==> src/rtl/slot_dispatch_pkg.sv <==
// rtl/slot_dispatch_pkg.sv - shared slot constants, FSM state type and one-hot helper
package slot_dispatch_pkg;

    localparam int SLOT_N     = 8;
    localparam int SLOT_IDX_W = 3;

    typedef enum logic [1:0] {
        IDLE,
        READY,
        COOL
    } state_t;

    function automatic logic [SLOT_N-1:0] slot_onehot(input logic [SLOT_IDX_W-1:0] idx);
        return SLOT_N'(1) << idx;
    endfunction

endpackage

==> src/rtl/slot_dispatcher_idx_fifo.sv <==
// rtl/slot_dispatcher_idx_fifo.sv - DEPTH x SLOT_IDX_W index FIFO with flush
module idx_fifo
    import slot_dispatch_pkg::*;
#(
    parameter int DEPTH = 4,
    localparam int AW = $clog2(DEPTH),
    localparam int LW = AW + 1
) (
    input  logic                  clk,
    input  logic                  rst_n,
    input  logic                  flush,
    input  logic                  push,
    input  logic [SLOT_IDX_W-1:0] push_idx,
    input  logic                  pop,
    output logic [SLOT_IDX_W-1:0] head_idx,
    output logic [LW-1:0]         level,
    output logic                  full,
    output logic                  empty
);

    logic [SLOT_IDX_W-1:0] mem [DEPTH];
    logic [AW-1:0]         wr_ptr;
    logic [AW-1:0]         rd_ptr;
    logic                  do_push;
    logic                  do_pop;

    assign full     = (level == LW'(DEPTH));
    assign empty    = (level == '0);
    assign do_push  = push && !full && !flush;
    assign do_pop   = pop && !empty && !flush;
    assign head_idx = mem[rd_ptr];

    always_ff @(posedge clk) begin
        if (do_push) begin
            mem[wr_ptr] <= push_idx;
        end
    end

    // Pointers wrap naturally because DEPTH is a power of two.
    always_ff @(posedge clk or negedge rst_n) begin
        if (!rst_n) begin
            wr_ptr <= '0;
            rd_ptr <= '0;
            level  <= '0;
        end else if (flush) begin
            wr_ptr <= '0;
            rd_ptr <= '0;
            level  <= '0;
        end else begin
            if (do_push) wr_ptr <= wr_ptr + 1'b1;
            if (do_pop)  rd_ptr <= rd_ptr + 1'b1;
            case ({do_push, do_pop})
                2'b10:   level <= level + 1'b1;
                2'b01:   level <= level - 1'b1;
                default: level <= level;
            endcase
        end
    end

endmodule

==> src/rtl/slot_dispatcher.sv <==
// rtl/slot_dispatcher.sv - paced one-hot slot command dispatcher with cooldown
// Optional SLOT_DISPATCH_RETRY_EN: busy head is held and retried instead of rejected.
module slot_dispatcher
    import slot_dispatch_pkg::*;
#(
    parameter int DEPTH    = 4,
    parameter int COOLDOWN = 2,
    localparam int LW = $clog2(DEPTH) + 1
) (
    input  logic                  clk,
    input  logic                  rst_n,
    input  logic                  tick,
    input  logic                  flush,
    input  logic                  req_valid,
    input  logic [SLOT_IDX_W-1:0] req_idx,
    output logic                  req_ready,
    input  logic [SLOT_N-1:0]     busy_mask,
    output logic [SLOT_N-1:0]     grant_onehot,
    output logic                  reject,
    output logic [SLOT_IDX_W-1:0] reject_idx,
    output logic [LW-1:0]         level
);

    state_t                state;
    logic [3:0]            cd;
    logic                  full;
    logic                  empty;
    logic [SLOT_IDX_W-1:0] head_idx;
    logic                  head_busy;
    logic                  push_acc;
    logic                  dispatch;
    logic                  pop;
    logic [LW-1:0]         remaining;

    assign req_ready = !full;
    assign push_acc  = req_valid && req_ready && !flush;
    assign head_busy = busy_mask[head_idx];
    assign dispatch  = (state == READY) && tick && !flush && !empty;
`ifdef SLOT_DISPATCH_RETRY_EN
    assign pop = dispatch && !head_busy;
`else
    assign pop = dispatch;
`endif
    // Occupancy after this edge, used to pick READY vs IDLE.
    assign remaining = level - LW'(pop) + LW'(push_acc);

    idx_fifo #(.DEPTH(DEPTH)) u_fifo (
        .clk      (clk),
        .rst_n    (rst_n),
        .flush    (flush),
        .push     (push_acc),
        .push_idx (req_idx),
        .pop      (pop),
        .head_idx (head_idx),
        .level    (level),
        .full     (full),
        .empty    (empty)
    );

    always_ff @(posedge clk or negedge rst_n) begin
        if (!rst_n) begin
            state        <= IDLE;
            cd           <= '0;
            grant_onehot <= '0;
            reject       <= 1'b0;
            reject_idx   <= '0;
        end else begin
            grant_onehot <= '0;
            reject       <= 1'b0;
            if (flush) begin
                state <= IDLE;
                cd    <= '0;
            end else begin
                case (state)
                    IDLE: begin
                        if (push_acc) state <= READY;
                    end
                    READY: begin
                        if (pop) begin
                            if (head_busy) begin
                                reject     <= 1'b1;
                                reject_idx <= head_idx;
                            end else begin
                                grant_onehot <= slot_onehot(head_idx);
                            end
                            cd <= 4'(COOLDOWN);
                            if (COOLDOWN > 0)        state <= COOL;
                            else if (remaining != 0) state <= READY;
                            else                     state <= IDLE;
                        end
                    end
                    COOL: begin
                        if (tick) begin
                            cd <= cd - 1'b1;
                            if (cd == 4'd1) state <= (remaining != 0) ? READY : IDLE;
                        end
                    end
                    default: state <= IDLE;
                endcase
            end
        end
    end

endmodule
==> config.mk <==
export PLATFORM = sky130hd
export DESIGN_NAME = slot_dispatcher
export DESIGN_NICKNAME = d
export VERILOG_FILES = /design/src/rtl/slot_dispatch_pkg.sv /design/src/rtl/slot_dispatcher_idx_fifo.sv /design/src/rtl/slot_dispatcher.sv
export SDC_FILE = /design/constraint.sdc
export NUM_CORES = 1
export LEC_CHECK = 0
export ABC_AREA = 1
export BUFFER_PORTS_ARGS = -buffer_cell sky130_fd_sc_hd__buf_2
export CAP_MARGIN = 10
export CORE_MARGIN = 3
export CORE_UTILIZATION = 40
export CTS_BUF_LIST = sky130_fd_sc_hd__clkbuf_16
export DETAILED_ROUTE_END_ITERATION = 10
export MAX_ROUTING_LAYER = met4
export SYNTH_ARGS = -nofsm -noshare
export SYNTH_HDL_FRONTEND = slang
export SYNTH_SLANG_ARGS = --single-unit
==> constraint.sdc <==
create_clock -name clk -period 6.35 [get_ports clk]
set_clock_uncertainty 0.1 [all_clocks]
set_input_delay 0.635 -clock clk [delete_from_list [all_inputs] [get_ports clk]]
set_output_delay 0.635 -clock clk [all_outputs]
set_load 0.01 [all_outputs]
==> results.sh <==
export IMPL_final_setup_viol_count=0
export IMPL_tns_ns=0
export IMPL_worst_setup_path_type="flip-flop to flip-flop"
export IMPL_synth_area_top_cells="dfrtp_1 (32%), edfxtp_1 (18%), nand2_1 (9.6%)"
export IMPL_path_clk_slew_ns=0.06
export IMPL_netlist_area_leader_share_pct=32.1
export IMPL_dr_total_vias=1416
export IMPL_wl_per_cell_um=10.8
export IMPL_root_buffer="clkbuf_16"
export IMPL_ios=32
export IMPL_start_util_pct=43.0
export IMPL_holdWs_ns=0.247
export IMPL_critical_path_required_ns=6.41
export IMPL_yosysTopAreaCell="dfrtp_1"
export IMPL_hp_class="primary input to async pin"
export IMPL_final_cells=315
export IMPL_avgViaCountPerCell=4.50
export IMPL_drt_iter0_drc=38
export IMPL_reg2reg_from="u_fifo.level[1]"
export IMPL_area_delta_synth_final_pct=18.8
export IMPL_crit_path_start="u_fifo.level[1]"
export IMPL_grt_pass1_vias=1389
export IMPL_synth_common_cells="nand2_1 (50), inv_1 (28), dfrtp_1 (25)"
export IMPL_utilization_pct=51.1
export IMPL_cts_hold_fix_buffers=0
export IMPL_crit_fanout=8
export IMPL_end_kind="flip-flop"
export IMPL_layout_setup_ws_ns=3.67
export IMPL_synth_cell_types=29
export IMPL_status="completed"
export IMPL_syn_nets=238
export IMPL_io_buffers=31
export IMPL_dp_cells=307
export IMPL_drt_total_wl_um=3420
export IMPL_grt_max_degree=26
export IMPL_synth_flop_cell="dfrtp_1"
export IMPL_drive_gt1_share_pct=25.6
export IMPL_ys_seq_area_share_pct=50.5
export IMPL_ant_nets=0
export IMPL_slew_violations=0
export IMPL_irDropWorstVdd_mv=0.190
export IMPL_dpl_worst_slack_ns=3.50
export IMPL_cp_arrival_ns=2.74
export IMPL_finalHoldViolCount=0
export IMPL_slew_headroom_pct=63.1
export IMPL_synth_seq_cells=37
export IMPL_cts_buffers=5
export IMPL_antenna_found_initial=0
export IMPL_power_density_mw_per_mm2=340
export IMPL_syn_cell_area_mm2=0.00195
export IMPL_ys_async_sr_fraction_pct=67.6
export IMPL_row_count=24
export IMPL_grt_pass1_wl_um=6030
export IMPL_cts_htree_levels=2
export IMPL_cts_tree="yes"
export IMPL_cts_resized_gates=0
export IMPL_tightest_slew_ns=0.553
export IMPL_cts_post_setup_buffers_inserted=0
export IMPL_fin_crit_sh_pct=42.3
export IMPL_avgSynthCellArea_um2=9.20
export IMPL_drc=0
export IMPL_rsz0062_at_grt="no"
export IMPL_yosysMostFrequentCell="nand2_1"
export IMPL_cp_start_kind="flip-flop"
export IMPL_p_leak_uw=0.00117
export IMPL_die_x_um=75.8
export IMPL_gp_congestion=0.874
export IMPL_clk_latency_ns=0.28
export IMPL_synthCells=212
export IMPL_finalNetCount=275
export IMPL_drv_cap=0
export IMPL_cts_buffer_depth=2
export IMPL_ys_warnings_count=0
export IMPL_cts_sinks=37
export IMPL_dr_pass1_iters=4
export IMPL_chipHeight_um=75.8
export IMPL_period_needed_ns=2.68
export IMPL_overflow=0
export IMPL_synth_edf_count=12
export IMPL_antenna_cells=0
export IMPL_grt_use_total_pct=14.2
export IMPL_dp_hpwl_um=2620
export IMPL_dieArea_mm2=0.00575
export IMPL_core_area_mm2=0.00453
export IMPL_max_freq_mhz=373
[cells in the final DEF, fill, tap and decap left out, drive strengths merged, types with 2 or more instances in the layout]
cell type and instances:
nor2 21, nor3 2, buf 31, edfxtp 12, nand3 20, ha 8
xor2 3, o21ai 13, clkbuf 5, a21oi 2, nand2 61, inv 33
clkinv 3, fa 2, dfrtp 25, nand4 4
[report_power, final]
| part | total, µW | internal [µW] | switching [µW] | leakage (µW) |
|---|---|---|---|---|
| registers | 314 | 285 | 28.9 | 0.000445 |
| clock network | 235 | 144 | 90.7 | 0.0000739 |
| logic | 239 | 88.7 | 150 | 0.000653 |
[worst paths after layout]
kind	to	slack [ns]	depth (start not counted)
max in group asynchronous	u_fifo.wr_ptr[1]	5.53	1
min in group clk	reject_idx[0]	0.39	2
hold / removal	u_fifo.rd_ptr[1]	0.25	1
hold reg to reg	reject_idx[0]	0.39	2
setup reg to reg	state[0]	3.67	12
setup / recovery	state[0]	3.67	12
[layout make-up]
class	instances	area (µm²)
Fill cell	438	2220
Sequential cell	37	986
Multi-Input combinational cell	141	823
Timing Repair Buffer	31	155
Inverter	33	130
Clock buffer	5	125
Tap cell	65	81.3
Clock inverter	3	16.3
[kinds of logic (layout without fill, tap and decap cells)]
family,Yosys count,count (layout),share of synthesized area [%]
and+or+nand+nor,110,110,28.4
DFF,37,37,50.5
buffers and inverters,34,72,7.25
AOI/OAI and AO/OA,17,17,4.81
adders and majority gates,10,10,7.18
xor gates and xnor gates,4,4,1.80
[per-stage QoR]
stage               cell area [µm²]  power, µW
detailed placement             2180        558
floorplan                      1950        495
CTS                            2320        796
finish                         2320        788
global placement               2180        555
global route                   2320        852
[metal layers]
metal  part of all wire, %  global-route usage [%]  wire length (µm)
met3                   5.6                    4.22               191
met5                     0                       -                 0
met2                    46                    22.6              1560
met4                   1.2                    4.66                42
met1                    47                    17.3              1620
[sequential cells by signal, summed over array words and instances, names as in the netlist]
name           count
state              2
u_fifo.mem        12
u_fifo.wr_ptr      2
u_fifo.level       3
reject             1
cd                 4
grant_onehot       8
reject_idx         3
u_fifo.rd_ptr      2
[critical path, stage by stage (launching register included)]
cell	delay, ns
dfrtp_1	0.43
inv_1	0.16
nand3_1	0.12
nand3_2	0.18
inv_2	0.10
ha_1	0.28
inv_1	0.04
ha_1	0.18
fa_1	0.42
nor3_1	0.17
o21ai_0	0.12
o21ai_0	0.16
o21ai_0	0.10
Power figures use the tool's default switching activity.
